File: src/rtl/len5_pkg.sv
// rtl/len5_pkg.sv - shared fetch-side types and constants
package len5_pkg;

   localparam int unsigned XLEN          = 64;
   localparam int unsigned ICACHE_INSTR  = 16;
   localparam int unsigned ICACHE_OFFSET = $clog2(ICACHE_INSTR);

   typedef logic [31:0] instr_t;

   localparam instr_t NOP = 32'h0000_0013;

   typedef enum logic [3:0] {
      E_I_ADDR_MISALIGNED   = 4'h0,
      E_I_ACCESS_FAULT      = 4'h1,
      E_ILLEGAL_INSTRUCTION = 4'h2,
      E_UNKNOWN             = 4'hF
   } except_code_t;

   typedef struct packed {
      logic [XLEN-1:0]            pc;
      instr_t [ICACHE_INSTR-1:0]  line;
   } icache_out_t;

   typedef struct packed {
      logic [XLEN-1:0] pc;
      instr_t          instr;
      logic            except;
      except_code_t    ecode;
   } fetch_instr_t;

   typedef enum logic {
      IDLE  = 1'b0,
      DRAIN = 1'b1
   } unpacker_state_t;

endpackage

File: src/rtl/icache_line_unpacker_line_word_mux.sv
// rtl/icache_line_unpacker_line_word_mux.sv - selects one instruction word out of a cache line
module line_word_mux
   import len5_pkg::*;
#(
   parameter int unsigned LINE_INSTR = ICACHE_INSTR,
   parameter int unsigned IDX_W      = $clog2(LINE_INSTR)
) (
   input  instr_t [LINE_INSTR-1:0] line_i,
   input  logic   [IDX_W-1:0]      idx_i,
   output instr_t                  instr_o
);

   assign instr_o = line_i[idx_i];

endmodule

File: src/rtl/icache_line_unpacker.sv
// rtl/icache_line_unpacker.sv - turns one I-cache line into a stream of single instructions
module icache_line_unpacker
   import len5_pkg::*;
#(
   parameter int unsigned LINE_INSTR = ICACHE_INSTR,
   parameter int unsigned IDX_W      = $clog2(LINE_INSTR)
) (
   input  logic            clk_i,
   input  logic            rst_i,
   input  logic            flush_i,
   input  logic            line_valid_i,
   output logic            line_ready_o,
   input  icache_out_t     line_i,
   input  logic            line_except_i,
   input  except_code_t    line_ecode_i,
   output logic            instr_valid_o,
   input  logic            instr_ready_i,
   output instr_t          instr_o,
   output logic [XLEN-1:0] pc_o,
   output logic            except_o,
   output except_code_t    except_code_o
);

   localparam logic [IDX_W-1:0] LAST_IDX = IDX_W'(LINE_INSTR - 1);

   unpacker_state_t           state_q, state_d;
   logic [IDX_W-1:0]          idx_q, idx_d;
   logic [XLEN-1:0]           base_pc_q, base_pc_d;
   logic [XLEN-1:0]           pc_q, pc_d;
   logic                      exc_q, exc_d;
   except_code_t              ecode_q, ecode_d;
   instr_t [LINE_INSTR-1:0]   line_q, line_d;

   logic                      last;
   logic                      accept;
   logic                      handshake;
   instr_t                    word;
   logic [XLEN-1:0]           word_off;
   fetch_instr_t              out_bundle;

   line_word_mux #(
      .LINE_INSTR (LINE_INSTR),
      .IDX_W      (IDX_W)
   ) u_word_mux (
      .line_i  (line_q),
      .idx_i   (idx_q),
      .instr_o (word)
   );

   // Exception lines are a single entry, so they always count as the last one.
   assign last         = exc_q | (idx_q == LAST_IDX);
   assign line_ready_o = ~flush_i & ((state_q == IDLE) |
                                     ((state_q == DRAIN) & last & instr_ready_i));
   assign accept       = line_valid_i & line_ready_o;
   assign handshake    = (state_q == DRAIN) & instr_ready_i & ~flush_i;

   always_comb begin
      state_d   = state_q;
      idx_d     = idx_q;
      base_pc_d = base_pc_q;
      pc_d      = pc_q;
      exc_d     = exc_q;
      ecode_d   = ecode_q;
      line_d    = line_q;
      if (flush_i) begin
         state_d = IDLE;
         idx_d   = '0;
         exc_d   = 1'b0;
      end else begin
         if (handshake) begin
            if (last) begin
               state_d = IDLE;
            end else begin
               idx_d = idx_q + 1'b1;
            end
         end
         // Accept wins over the last-word return to IDLE, giving zero-bubble reloads.
         if (accept) begin
            state_d   = DRAIN;
            line_d    = line_i.line;
            pc_d      = line_i.pc;
            base_pc_d = {line_i.pc[XLEN-1:IDX_W+2], {(IDX_W+2){1'b0}}};
            idx_d     = line_i.pc[IDX_W+1:2];
            if (line_i.pc[1:0] != 2'b00) begin
               exc_d   = 1'b1;
               ecode_d = E_I_ADDR_MISALIGNED;
            end else if (line_except_i) begin
               exc_d   = 1'b1;
               ecode_d = line_ecode_i;
            end else begin
               exc_d   = 1'b0;
               ecode_d = E_UNKNOWN;
            end
         end
      end
   end

   always_ff @(posedge clk_i) begin
      if (rst_i) begin
         state_q   <= IDLE;
         idx_q     <= '0;
         base_pc_q <= '0;
         pc_q      <= '0;
         exc_q     <= 1'b0;
         ecode_q   <= E_UNKNOWN;
         line_q    <= '0;
      end else begin
         state_q   <= state_d;
         idx_q     <= idx_d;
         base_pc_q <= base_pc_d;
         pc_q      <= pc_d;
         exc_q     <= exc_d;
         ecode_q   <= ecode_d;
         line_q    <= line_d;
      end
   end

   always_comb begin
      word_off                = '0;
      word_off[IDX_W+1:0]     = {idx_q, 2'b00};
      instr_valid_o           = (state_q == DRAIN) & ~flush_i;
      out_bundle.pc           = exc_q ? pc_q : (base_pc_q + word_off);
      out_bundle.instr        = (instr_valid_o & ~exc_q) ? word : NOP;
      out_bundle.except       = instr_valid_o & exc_q;
      out_bundle.ecode        = (instr_valid_o & exc_q) ? ecode_q : E_UNKNOWN;
   end

   assign instr_o       = out_bundle.instr;
   assign pc_o          = out_bundle.pc;
   assign except_o      = out_bundle.except;
   assign except_code_o = out_bundle.ecode;

endmodule

File: config.mk
export PLATFORM = sky130hd
export DESIGN_NAME = icache_line_unpacker
export DESIGN_NICKNAME = d
export VERILOG_FILES = /design/src/rtl/len5_pkg.sv /design/src/rtl/icache_line_unpacker_line_word_mux.sv /design/src/rtl/icache_line_unpacker.sv
export SDC_FILE = /design/constraint.sdc
export NUM_CORES = 1
export LEC_CHECK = 0
export ABC_AREA = 0
export CAP_MARGIN = 20
export CORE_AREA = 5 5 265 267
export DETAILED_ROUTE_END_ITERATION = 8
export DIE_AREA = 0 0 270 272
export HOLD_SLACK_MARGIN = 0.02
export PLACE_DENSITY_LB_ADDON = 0.12
export SLEW_MARGIN = 15
export SYNTH_ARGS = -nofsm -noshare
export SYNTH_HDL_FRONTEND = slang
export SYNTH_SLANG_ARGS = --single-unit
File: constraint.sdc
create_clock -name clk_i -period 3 [get_ports clk_i]
set_input_delay 0.6 -clock clk_i [delete_from_list [all_inputs] [get_ports clk_i]]
set_output_delay 0.6 -clock clk_i [all_outputs]
set_load 0.005 [all_outputs]
==> results of run 1 <==
-- placed cells by master, fill, tap and decap left out, types with 6 or more instances in the layout --
| master | synthesis | layout |
|---|---|---|
| nand2_2 | 0 | 11 |
| buf_2 | 121 | 13 |
| buf_6 | 2 | 39 |
| buf_4 | 43 | 80 |
| mux4_2 | 126 | 126 |
| clkbuf_1 | 130 | 16 |
| clkbuf_16 | 0 | 73 |
| nand3_1 | 7 | 7 |
| clkbuf_8 | 0 | 22 |
| clkdlybuf4s50_1 | 0 | 653 |
| nor2_1 | 7 | 7 |
| inv_1 | 7 | 7 |
| buf_16 | 0 | 8 |
| a21oi_1 | 581 | 580 |
| a22oi_2 | 0 | 43 |
| dfxtp_1 | 586 | 583 |
| nand2_1 | 1186 | 1174 |
| clkinv_2 | 0 | 6 |
| buf_12 | 0 | 52 |
| diode_2 | 0 | 16 |
| a22oi_1 | 56 | 13 |
-- how the worst min path moves through the flow --
stage | start | to | slack, ns | depth (start not counted)
after global placement | line_q[133]$_SDFFE_PP0P_ | line_q[133]$_SDFFE_PP0P_ | 0.44 | 2
after detailed placement | ecode_q[0]$_SDFFE_PP1P_ | ecode_q[0]$_SDFFE_PP1P_ | 0.44 | 1
after CTS | rst_i | line_q[415]$_SDFFE_PP0P_ | 0.43 | 2
after global routing | rst_i | pc_q[47]$_SDFFE_PP0P_ | 0.42 | 2
after floorplan | ecode_q[0]$_SDFFE_PP1P_ | ecode_q[0]$_SDFFE_PP1P_ | 0.43 | 1
final | rst_i | pc_q[49]$_SDFFE_PP0P_ | 0.42 | 2
-- cell type report --
cell class                 count  area (um^2)  share of cell area (%)
multi-input combinational   2028        11500                    32.3
tap                          882         1100                    3.08
clock inverter                10          129                   0.360
inverter                       7         26.3                  0.0734
clock buffer                 109         2140                    5.98
sequential                   586        11700                    32.8
antenna                       16         40.0                   0.112
timing repair buffer         857         9060                    25.3
-- per-stage QoR --
stage	hold slack (ns)	utilization (%)
6_report	0.417	52.7
5_1_grt	0.424	52.7
4_1_cts	0.434	52.4
3_5_place_dp	0.444	47.5
3_3_place_gp	0.439	47.5
2_1_floorplan	0.428	-
-- layer usage --
metal / part of all wire [%] / vias up
met4: 2.4 / 14
met2: 48 / 781
met5: 0.10 / -
met3: 6.6 / 146
met1: 43 / 11200
li1: - / 11000
-- state kept, by name, indices dropped and copies added, names as in the netlist --
signal	count
exc_q	1
idx_q	4
ecode_q	4
line_q	512
state_q	1
pc_q	64
-- cell families (layout without fill, tap and decap cells) --
| logic type | Yosys count | after routing | share of synthesized area (%) |
|---|---|---|---|
| AOI/OAI and AO/OA | 660 | 660 | 14.4 |
| adders and majority gates | 1 | 1 | 0.0512 |
| buffers and inverters | 304 | 983 | 6.01 |
| DFF | 586 | 586 | 48.0 |
| muxes | 138 | 138 | 12.1 |
| other | 0 | 16 | 0 |
| and+or+nand+nor | 1229 | 1229 | 19.4 |
-- report_power, final --
part	total (mW)	switching [mW]	internal [mW]
logic	2.47	1.12	1.35
registers	8.34	0.190	8.15
clock network	8.40	3.29	5.12
-- timing repair --
action                                 4_1_cts  5_1_grt
gates resized for setup                    236       21
setup endpoints to repair                   37       33
endpoints found under the hold margin        0        0
setup buffers                               58       19
gates cloned                                 6        2
pin swaps                                   48       25
==> flow_summary.ini, run 1 <==
[timing]
fin_crit_ns = 3.17
finalMaxSlewViolations = 0
setup_ws_ns = -0.173
finalSetupTns_ns = -2.06
slew-limit-headroom_pct = 50.5
fin_skew_ns = 0.0165
fmax_mhz = 315
grt_setup_unrepaired = true
hold_viol_final = 0
setup_viol = 29
period_share_pct = 106
worst_pin_slew_ns = 0.742

[logic_synthesis]
syn-cell-area_um2 = 24400
yosys_warnings = 0
avgSynthCellArea_um2 = 8.37
synth.most_common_cell = nand2_1
synth_top_area_cell = dfxtp_1
ys_top_cells_by_area = dfxtp_1, nand2_1, a21oi_1
synthArstFlopShare_pct = 0
synth_edf_count = 0
yosys_most_used_dff = dfxtp_1
netlist_instances = 2918
seq_area_frac_synth_pct = 48.0
syn_nets = 3505
ys_types = 42
synth_seq_cells = 586
synth_top_cell_area_share_pct = 48.0
synthTopCellsByCount = nand2_1, dfxtp_1, a21oi_1

[clock_tree]
ctsHoldBuffers = 0
numClockSinks = 586
tritoncts = done
htree_levels = 3
cts_buffer_depth = 3
insertion_delay_ns = 0.60
clk_pin_slew_ns = 0.05
cts-root-buf = clkbuf_16
numCtsBuffers = 67

[setup_path]
max_stage_delay_ns = 0.60
cp_max_fo = 6
cp.depth = 7
path_class = reg2out
path_common_cell = buf_12
crit_slowest_cell = mux4_2
worstPathArrival_ns = 2.57
rr_worst_depth = 11
crit_chain = buf_12 > buf_16 > buf_12 > mux4_2 > a22oi_2 > nand2_2 > buf_6
reg2reg_slack_ns = 0.29
crit_start = idx_q[0]$_SDFFE_PP0P_
r2r-end = line_q[149]$_SDFFE_PP0P_
crit_path_end = instr_o[11]
path_buf_inv = 4
end_kind = output pin
critPathLaunchType = flop
required_ns = 2.40
path_delay_family = multiplexers
reg2reg_from = idx_q[0]$_SDFFE_PP0P_

[drt]
dr.pass1.iters = 6
drtIter0Drc = 2116
viasPerCell = 5.16
drc = 0
wl_per_cell_um = 22.1
num_vias = 23200
wirelength_mm = 99.5
drtAntennaViolNets = 0

[pwr]
p_total_mw = 19.2
cellPowerDensity_nw_per_um2 = 537
p_leak_nw = 12.8
max-vdd-ir-drop_v = 0.000336

[global_route]
met2_usage_pct = 42.6
gr-total-overflow = 0
grt_pass1_vias = 23300
antenna_found_initial = 27
grt_util_all_layers_pct = 25.8
grt_util_met3_pct = 5.65
use_met1_pct = 34.7
grt_pass1_wl_mm = 146
grt_max_degree = 147
grt-busiest-layer = met2

[run_status]
violations = negative setup slack
status = finished, violations left

[flow_run]
cap_violations = 0

[finish]
stdcell_area_um2 = 35800
area_delta_synth_final_pct = 46.5
fin_nets = 4134
layout-drive-gt1-share_pct = 14.3
fin_cells = 4495
n_fill_cell = 6256

[placement]
numPortBuffers = 688
place_ws_ns = -0.667
placed_cells_incl_taps = 4281
gp_congestion = 0.889
dp_hpwl_mm = 73.6
placed_area_um2 = 32200

[floorplanning]
dieArea_um2 = 73400
die_w_um = 270
ios = 689
core_area_um2 = 67900
rows = 96
die_h_um = 272
start_util_pct = 36.0

[hold_path]
hold_class = in2reg
(Power assumes the default switching activity.)
==> inputs of run 2 (changes only) <==
--- a/config.mk
+++ b/config.mk
@@ -12,6 +12,7 @@
 export DIE_AREA = 0 0 270 272
 export HOLD_SLACK_MARGIN = 0.02
 export PLACE_DENSITY_LB_ADDON = 0.12
+export SETUP_SLACK_MARGIN = 0.15
 export SLEW_MARGIN = 15
 export SYNTH_ARGS = -nofsm -noshare
 export SYNTH_HDL_FRONTEND = slang
==> run 2 against run 1 <==
The run still ends with negative setup slack left; non-clock buffer count decreased by 3; combinational power increased by 2%; final cell count barely moved; register-to-register slack worse by 0.21 ns; hold slack worse by 0.0088 ns; die area unchanged; wire length is 0.12% higher; largest cell class is now multi-input combinational cells; largest power group unchanged.
==> flow_summary.ini, run 2 (synthesized netlist as in run 1, its figures left out) <==
[clock_tree]
numClockSinks = 586
cts-root-buf = clkbuf_16
tritoncts = done
numCtsBuffers = 67
insertion_delay_ns = 0.60
htree_levels = 3
cts_buffer_depth = 3
clk_pin_slew_ns = 0.05

[timing]
hold_viol_final = 0
setup_viol = 31
fin_crit_ns = 3.18
finalSetupTns_ns = -2.73
slew-limit-headroom_pct = 51.1
grt_setup_unrepaired = true
finalMaxSlewViolations = 0
period_share_pct = 106
worst_pin_slew_ns = 0.734
setup_ws_ns = -0.179
fmax_mhz = 315
fin_skew_ns = 0.0190

[global_route]
grt_pass1_wl_mm = 146
grt_pass1_vias = 23300
grt_util_all_layers_pct = 25.8
antenna_found_initial = 26
use_met1_pct = 34.6
met2_usage_pct = 42.6
grt_util_met3_pct = 5.73
gr-total-overflow = 0
grt_max_degree = 147
grt-busiest-layer = met2

[finish]
top_register = line_q
final_util_pct = 53.4
layout-drive-gt1-share_pct = 16.3
final_common_cell = nand2_1
largest_reg_flops = 512
reg_top3 = line_q: 512 flops, pc_q: 64 flops
layout_common_cells = nand2_1, clkdlybuf4s50_1, dfxtp_1, a21oi_1, mux4_2
area_delta_synth_final_pct = 48.4
fin_nets = 4131

[drt]
num_vias = 23200
dr.pass1.iters = 7
drtAntennaViolNets = 0
viasPerCell = 5.17
wl_per_cell_um = 22.2
wirelength_mm = 99.6
drtIter0Drc = 2028
drc = 0

[floorplanning]
ios = 689
rows = 96
die_h_um = 272
dieArea_um2 = 73400
core_area_um2 = 67900
start_util_pct = 36.0
die_w_um = 270

[pwr]
p_leak_nw = 13.0
max-vdd-ir-drop_v = 0.000344
cellPowerDensity_nw_per_um2 = 532

[setup_path]
path_delay_family = buffers and inverters
path_buf_inv = 4
crit_chain = buf_12 > buf_16 > buf_12 > mux4_2 > a22oi_2 > nand2_2 > buf_6
max_stage_delay_ns = 0.54
path_class = reg2out
worstPathArrival_ns = 2.58
critPathLaunchType = flop
required_ns = 2.40
end_kind = output pin
path_common_cell = buf_12
crit_slowest_cell = mux4_2
cp_max_fo = 7

[run_status]
violations = negative setup slack
status = finished, violations left

[placement]
numPortBuffers = 688
gp_congestion = 0.889
dp_hpwl_mm = 73.6

[flow_run]
cap_violations = 0

[hold_path]
hold_class = in2reg
## run 2: cell types whose count changed in the layout (fill, tap and decap cells not counted), moves of 2 or more
cell and delta:
dfxtp_2 +2, nand2_1 -33, nand2_4 +32, a21oi_2 +35, dfxtp_1 -2, buf_6 +4
buf_4 -13, a21oi_1 -35, buf_8 +2, buf_2 +2, buf_16 +3
## run 2: area by class of cell
type / instances / area, um^2
Sequential cell: 586 / 11700
Multi-Input combinational cell: 2028 / 11900
Timing Repair Buffer: 854 / 9140
Tap cell: 882 / 1100
Inverter: 7 / 26.3
Fill cell: 6193 / 31600
Clock inverter: 10 / 129
Clock buffer: 109 / 2140
Antenna cell: 15 / 37.5
## run 2: final timing paths
| check | start | end | slack, ns | cells past startpoint |
|---|---|---|---|---|
| setup / recovery | idx_q[0]$_SDFFE_PP0P_ | instr_o[7] | -0.18 | 7 |
| setup reg to reg | idx_q[0]$_SDFFE_PP0P_ | line_q[243]$_SDFFE_PP0P_ | 0.08 | 13 |
| hold / removal | rst_i | pc_q[49]$_SDFFE_PP0P_ | 0.41 | 2 |
| hold reg to reg | line_q[476]$_SDFFE_PP0P_ | line_q[476]$_SDFFE_PP0P_ | 0.45 | 2 |
## run 2: per-stage QoR
stage	setup slack [ns]	std cells	power [mW]	cell area, um^2	hold slack (ns)
floorplan	0.797	2918	9.48	24400	0.428
global placement	-0.641	4281	10.8	32200	0.439
detailed placement	-0.667	4281	10.8	32200	0.444
CTS	-0.229	4462	19.4	35600	0.434
global route	-0.247	4489	20.0	36200	0.424
finish	-0.179	4491	19.3	36200	0.409
## run 2: timing repair
action	CTS	global route
buffers inserted	56	12
gates resized for setup	242	133
pin swaps	46	60
endpoints found under the setup margin	39	37
hold buffers	0	0
gates cloned	6	2
## run 2: metal layers
layer	part of all wire [%]	vias to the layer above
li1	-	11000
met1	43	11300
met2	48	758
met3	6.2	139
met4	2.3	14
met5	0.10	-
## run 2: where the power goes
group	total [mW]	internal [mW]	switching, mW
clock network	8.41	5.12	3.29
registers	8.35	8.15	0.200
logic	2.52	1.37	1.15
total	19.3	14.6	4.64
